==> src/rtl/branch_predictor_pkg.sv <==
// Shared definitions for the branch predictor: EX-stage classification
// codes and the counter reset value.
package branch_predictor_pkg;

  typedef enum logic [1:0] {
    PS_NT_T  = 2'd0,
    PS_T_NT  = 2'd1,
    PS_NT_NT = 2'd2,
    PS_T_T   = 2'd3
  } pred_status_e;

  // Weakly-not-taken: the largest value whose MSB is still clear.
  function automatic logic [31:0] weak_nt_init(input int ctr_bits);
    return (32'd1 << (ctr_bits - 1)) - 32'd1;
  endfunction

endpackage

==> src/rtl/branch_predictor_sat_counter_update.sv <==
// Next-value logic for a saturating up/down counter; shared with the
// hazard unit's statistics.
module sat_counter_update #(
  parameter int CTR_BITS = 2
) (
  input  logic [CTR_BITS-1:0] ctr,
  input  logic                taken,
  output logic [CTR_BITS-1:0] ctr_next
);

  always_comb begin
    ctr_next = ctr;
    if (taken) begin
      if (ctr != {CTR_BITS{1'b1}}) ctr_next = ctr + CTR_BITS'(1);
    end else begin
      if (ctr != {CTR_BITS{1'b0}}) ctr_next = ctr - CTR_BITS'(1);
    end
  end

endmodule

==> src/rtl/branch_predictor.sv <==
// Bimodal/gshare branch predictor with tagged BTB: combinational IF-stage
// lookup, EX-stage classification and training.
module branch_predictor
  import branch_predictor_pkg::*;
#(
  parameter int XLEN     = 32,
  parameter int IDX_BITS = 6,
  parameter int CTR_BITS = 2,
  parameter int GHR_BITS = 0,
  parameter int TAG_BITS = 8
) (
  input  logic                                     clk,
  input  logic                                     rst_n,
  input  logic                                     IF_valid,
  input  logic [XLEN-1:0]                          IF_pc,
  output logic [CTR_BITS-1:0]                      IF_prediction,
  output logic                                     IF_predict_taken,
  output logic [XLEN-1:0]                          IF_predicted_target,
  output logic [((GHR_BITS > 0) ? GHR_BITS : 1)-1:0] IF_ghr,
  input  logic                                     EX_Branch,
  input  logic [XLEN-1:0]                          EX_pc,
  input  logic [CTR_BITS-1:0]                      EX_branch_prediction,
  input  logic                                     EX_predict_taken,
  input  logic [XLEN-1:0]                          EX_predicted_target,
  input  logic [((GHR_BITS > 0) ? GHR_BITS : 1)-1:0] EX_ghr,
  input  logic                                     EX_branch_taken,
  input  logic [XLEN-1:0]                          EX_target,
  output logic [1:0]                               prediction_status,
  output logic                                     mispredict,
  output logic [31:0]                              branch_count,
  output logic [31:0]                              mispredict_count
);

  localparam int GW    = (GHR_BITS > 0) ? GHR_BITS : 1;
  localparam int DEPTH = 1 << IDX_BITS;
  localparam logic [CTR_BITS-1:0] CTR_INIT = CTR_BITS'(weak_nt_init(CTR_BITS));

  logic [CTR_BITS-1:0] ctr_table  [DEPTH];
  logic [DEPTH-1:0]    btb_valid;
  logic [TAG_BITS-1:0] btb_tag    [DEPTH];
  logic [XLEN-1:0]     btb_target [DEPTH];
  logic [GW-1:0]       ghr;

  logic [IDX_BITS-1:0] if_btb_idx, ex_btb_idx, if_hist, ex_hist;
  logic [IDX_BITS-1:0] if_ctr_idx, ex_ctr_idx;
  logic [TAG_BITS-1:0] if_tag, ex_tag;
  logic                btb_hit;
  logic [CTR_BITS-1:0] ex_ctr_next;
  pred_status_e        ex_status;

  assign if_btb_idx = IF_pc[IDX_BITS+1:2];
  assign ex_btb_idx = EX_pc[IDX_BITS+1:2];
  assign if_tag     = IF_pc[IDX_BITS+TAG_BITS+1:IDX_BITS+2];
  assign ex_tag     = EX_pc[IDX_BITS+TAG_BITS+1:IDX_BITS+2];

  // Fetch hashes with the live history; training hashes with the history
  // the branch actually saw at fetch.
  always_comb begin
    if_hist = '0;
    ex_hist = '0;
    if (GHR_BITS > 0) begin
      if_hist[GW-1:0] = ghr;
      ex_hist[GW-1:0] = EX_ghr;
    end
  end

  assign if_ctr_idx = if_btb_idx ^ if_hist;
  assign ex_ctr_idx = ex_btb_idx ^ ex_hist;

  assign btb_hit             = btb_valid[if_btb_idx] && (btb_tag[if_btb_idx] == if_tag);
  assign IF_prediction       = ctr_table[if_ctr_idx];
  assign IF_predict_taken    = IF_prediction[CTR_BITS-1] & btb_hit;
  assign IF_predicted_target = btb_hit ? btb_target[if_btb_idx] : '0;
  assign IF_ghr              = ghr;

  always_comb begin
    ex_status  = PS_NT_NT;
    mispredict = 1'b0;
    if (EX_Branch) begin
      unique case ({EX_predict_taken, EX_branch_taken})
        2'b01:   ex_status = PS_NT_T;
        2'b10:   ex_status = PS_T_NT;
        2'b00:   ex_status = PS_NT_NT;
        default: ex_status = PS_T_T;
      endcase
      mispredict = (ex_status == PS_NT_T) || (ex_status == PS_T_NT) ||
                   ((ex_status == PS_T_T) && (EX_predicted_target != EX_target));
    end
  end

  assign prediction_status = ex_status;

  sat_counter_update #(.CTR_BITS(CTR_BITS)) u_ctr_update (
    .ctr      (ctr_table[ex_ctr_idx]),
    .taken    (EX_branch_taken),
    .ctr_next (ex_ctr_next)
  );

  always_ff @(posedge clk) begin
    if (!rst_n) begin
      for (int i = 0; i < DEPTH; i++) ctr_table[i] <= CTR_INIT;
      btb_valid <= '0;
    end else if (EX_Branch) begin
      ctr_table[ex_ctr_idx] <= ex_ctr_next;
      if (EX_branch_taken) btb_valid[ex_btb_idx] <= 1'b1;
    end
  end

  // Tag and target payloads need no reset; the valid bits guard them.
  always_ff @(posedge clk) begin
    if (rst_n && EX_Branch && EX_branch_taken) begin
      btb_tag[ex_btb_idx]    <= ex_tag;
      btb_target[ex_btb_idx] <= EX_target;
    end
  end

  generate
    if (GHR_BITS > 0) begin : g_ghr
      logic [GW:0] restore_shift, spec_shift;
      assign restore_shift = {EX_ghr, EX_branch_taken};
      assign spec_shift    = {ghr, IF_predict_taken};

      always_ff @(posedge clk) begin
        if (!rst_n)                      ghr <= '0;
        else if (mispredict)             ghr <= restore_shift[GW-1:0];
        else if (IF_valid && btb_hit)    ghr <= spec_shift[GW-1:0];
      end
    end else begin : g_no_ghr
      assign ghr = '0;
    end
  endgenerate

  always_ff @(posedge clk) begin
    if (!rst_n) begin
      branch_count     <= '0;
      mispredict_count <= '0;
    end else begin
      if (EX_Branch && (branch_count != 32'hFFFF_FFFF))
        branch_count <= branch_count + 32'd1;
      if (mispredict && (mispredict_count != 32'hFFFF_FFFF))
        mispredict_count <= mispredict_count + 32'd1;
    end
  end

  // PC bits outside index/tag and the fetch-time counter copy are carried
  // for the pipeline but not consumed here.
  logic unused_ok;
  assign unused_ok = ^{IF_pc, EX_pc, EX_branch_prediction, IF_valid};

endmodule
==> config.mk <==
export PLATFORM = sky130hd
export DESIGN_NAME = branch_predictor
export DESIGN_NICKNAME = d
export VERILOG_FILES = /design/src/rtl/branch_predictor_pkg.sv /design/src/rtl/branch_predictor_sat_counter_update.sv /design/src/rtl/branch_predictor.sv
export SDC_FILE = /design/constraint.sdc
export NUM_CORES = 2
export LEC_CHECK = 0
export ABC_CLOCK_PERIOD_IN_PS = 5400
export BUFFER_PORTS_ARGS = -buffer_cell sky130_fd_sc_hd__buf_4
export CORE_AREA = 2 2 395 476
export CTS_CLUSTER_DIAMETER = 200
export DETAILED_ROUTE_END_ITERATION = 8
export DIE_AREA = 0 0 397 478
export HOLD_SLACK_MARGIN = 0.02
export PLACE_DENSITY = 0.79
export SLEW_MARGIN = 40
export SYNTH_ARGS = -nofsm -noshare
export SYNTH_HDL_FRONTEND = slang
export SYNTH_HIERARCHICAL = 1
export SYNTH_SLANG_ARGS = --single-unit
==> constraint.sdc <==
create_clock -name clk -period 5.4 [get_ports clk]
set_input_delay 0.27 -clock clk [delete_from_list [all_inputs] [get_ports clk]]
set_output_delay 0.27 -clock clk [all_outputs]
set_load 0.05 [all_outputs]
==> metrics <==
Synth Area in Compound Gates=0.0258; Avg Inst Size Synth=21.6 um2; Final Cycle Share=0.974; FF+latch count, synth=2816; final critical-path required period=5260 ps; CTS resizes=0; Final Instance Count excl. Fillers=8192; Area growth syn-to-layout=13.5%; synth top area cells=edfxtp_1 73%, mux4_2 16%, dfxtp_1 2.3%, a22oi_1 0.73%, mux2i_1 0.70%; Initial Utilization=0.595; largest family of logic cells by synthesized area=multiplexers; first-pass GRT wire length=465000 um; Max stage delay on crit path=590 ps; num ports=240; placed instance area=116000 um2; die width=397 um; Root Driver=clkbuf_16; CP arrival=4990 ps; clock-pin slew on the worst setup and hold paths=80 ps; hold_buf cts=46; Fmax achieved=190 MHz; largest net degree at the start of global routing=133; Hold WS=92.6 ps; DR WL/cell=41.3 um; WS Path Type=reg2out; Via density=7.43; status=finished, final reports clean; post-synthesis simple-gate area fraction=0.0295; DR iter-0 viols=10600; vias in the first global route=61200; worst-skew pair later-pin latency=940 ps; Setup crit start kind=flip-flop; register area share after synthesis=0.753; Post-Synthesis Net Count=5248; H-tree levels=5; DR DRC count=0; Slew Limit Headroom=0.336; unrepaired setup endpoints after global routing=false; max cap viols=0; cells along the critical path=mux4_2 > a21boi_1 > a221oi_1 > nor3_1 > o311ai_1 > nor4b_1 > nand4_4 > buf_12 > nor3_2 > buf_4; Fill cells=10800; CP Max Fanout=33; Synth Area in Adders=0.000657; Final Net Count=5657; total core area=186000 um2; Chip Height=478 um; total congestion overflow=0; Tightest Pin Transition=995 ps; Yosys top cell by area=edfxtp_1; Slew Viols, Final=0; XOR/XNOR share of the synthesized area=0.00539; initial antenna violation count=18; clock buffer depth=4; HP Class=in2reg; post-synthesis cell count=5107; final antenna-violating net count=0; Leak=40.2 nW; cell family with most CP delay=simple AND/OR/NAND/NOR gates; most common cell in the netlist=edfxtp_1; Worst path slowest cell=nor3_2; setup bufs post-CTS=0; 1st-pass router iterations=8; HPWL Detailed=163000 um; CTS Sinks=2816; routability cong.=0.870; setup_tns=0 ps; Post-synth EDFFs=2688; GRT Overall Usage=0.356; VDD IR max=0.292 mV; predominant post-synthesis flop cell=edfxtp_1; PortBufs=198; pwr dens=361 nW/um2; Commonest cells post-synth=2688 x edfxtp_1, 804 x mux4_2, 173 x clkbuf_1, 128 x dfxtp_1, 108 x a22oi_1; CTS buffer count=280; Fin Clk Skew=30.5 ps; post-synth top area share=0.730; Critical Path RT=5130 ps; yosys warns=6; R2R Setup Slk=2440 ps; share of layout cells above drive strength 1=0.296; crit end category=output pin; Post-Syn Area=111000 um2; drt total wl=338000 um; final hold vios=0; CTS tree=built; placed cell count=7648; Synth cell types=71; mux cell area share after synthesis=0.172; Bufs and invs on worst path=2; total number of vias=60900; asr flop ratio synth=0; post-layout instance area=125000 um2; Std-Cell Rows=174; DIE AREA=190000 um2; final number of setup-violating endpoints=0
[layout by cell type, fill, tap and decap left out, drive strengths merged, types with 27 or more instances in the layout]
master and count:
nor3 96, a21o 65, mux4 804, buf 403
and3 76, edfxtp 2688, a21oi 40, clkbuf 355
nand3 41, clkinv 83, nor2 27, dfxtp 128
and2 47, xnor2 52, nand4 28, dlygate4sd3 46
or3 69, mux2i 77, a22oi 108, o21ai 77
nand2 82, nand2b 33
[sequential cells by signal (all words and copies together) (netlist names)]
| signal | count |
|---|---|
| btb_tag | 512 |
| mispredict_count | 32 |
| btb_valid | 64 |
| ctr_table | 128 |
| branch_count | 32 |
| btb_target | 2048 |
[kinds of logic (layout without fill, tap and decap cells)]
family                     count (synthesis)  count (layout)
AOI/OAI and AO/OA                        409             409
buffers and inverters                    339             942
muxes                                    890             890
adders and majority gates                  6               6
xor gates and xnor gates                  68              68
DFF                                     2816            2816
other                                      1              19
and+or+nand+nor                          578             578
[area by class of cell]
type | instances | area, um2 | area share
multi-input cells | 1952 | 26200 | 0.209
clock buffers | 353 | 7470 | 0.0596
repair buffers | 451 | 4170 | 0.0333
clock inverters | 123 | 1120 | 0.00893
inverters | 15 | 56.3 | 0.000449
well taps | 2464 | 3080 | 0.0246
diodes | 18 | 45.0 | 0.000359
flip-flops and latches | 2816 | 83300 | 0.664
[power breakdown]
part	internal, mW	switching, mW	leakage [nW]	total [mW]
Clock	10.7	8.28	4.19	19.0
Combinational	0.878	1.43	10.9	2.31
Sequential	24.0	0.0353	25.2	24.0
[layer usage]
metal | GRT usage | routed length (um) | share of wire | up-vias
li1 | - | - | - | 22400
met1 | 0.451 | 102000 | 0.30 | 30900
met2 | 0.547 | 159000 | 0.47 | 6241
met3 | 0.123 | 54200 | 0.16 | 1338
met4 | 0.188 | 22200 | 0.066 | 14
met5 | 0 | 320 | 0.00095 | -
[stage by stage]
stage	power [mW]	setup WS [ps]	util
4_1_cts	45.2	259	0.675
3_5_place_dp	26.6	677	0.626
3_3_place_gp	26.6	701	0.625
5_1_grt	46.1	66.9	0.675
6_report	45.3	141	0.675
2_1_floorplan	25.8	581	-
[final timing paths]
path / from / to / cells after the start
hold / removal: EX_target[26] / btb_target[13][26]$_DFFE_PP_ / 2
setup / recovery: btb_tag[7][7]$_DFFE_PP_ / IF_predicted_target[24] / 10
setup reg to reg: ctr_table[5][1]$_SDFFCE_PN0P_ / ctr_table[18][0]$_SDFFCE_PN1P_ / 7
hold reg to reg: btb_valid[20]$_SDFFE_PN0P_ / btb_valid[20]$_SDFFE_PN0P_ / 1
[worst reg2reg max path, delay by kind of cell, from the launching register on]
family | cells | cell delay, ps
AOI/OAI and AO/OA | 3 | 700
adders and majority gates | 1 | 630
DFF | 1 | 390
and+or+nand+nor | 3 | 980
(Power assumes the default switching activity.)
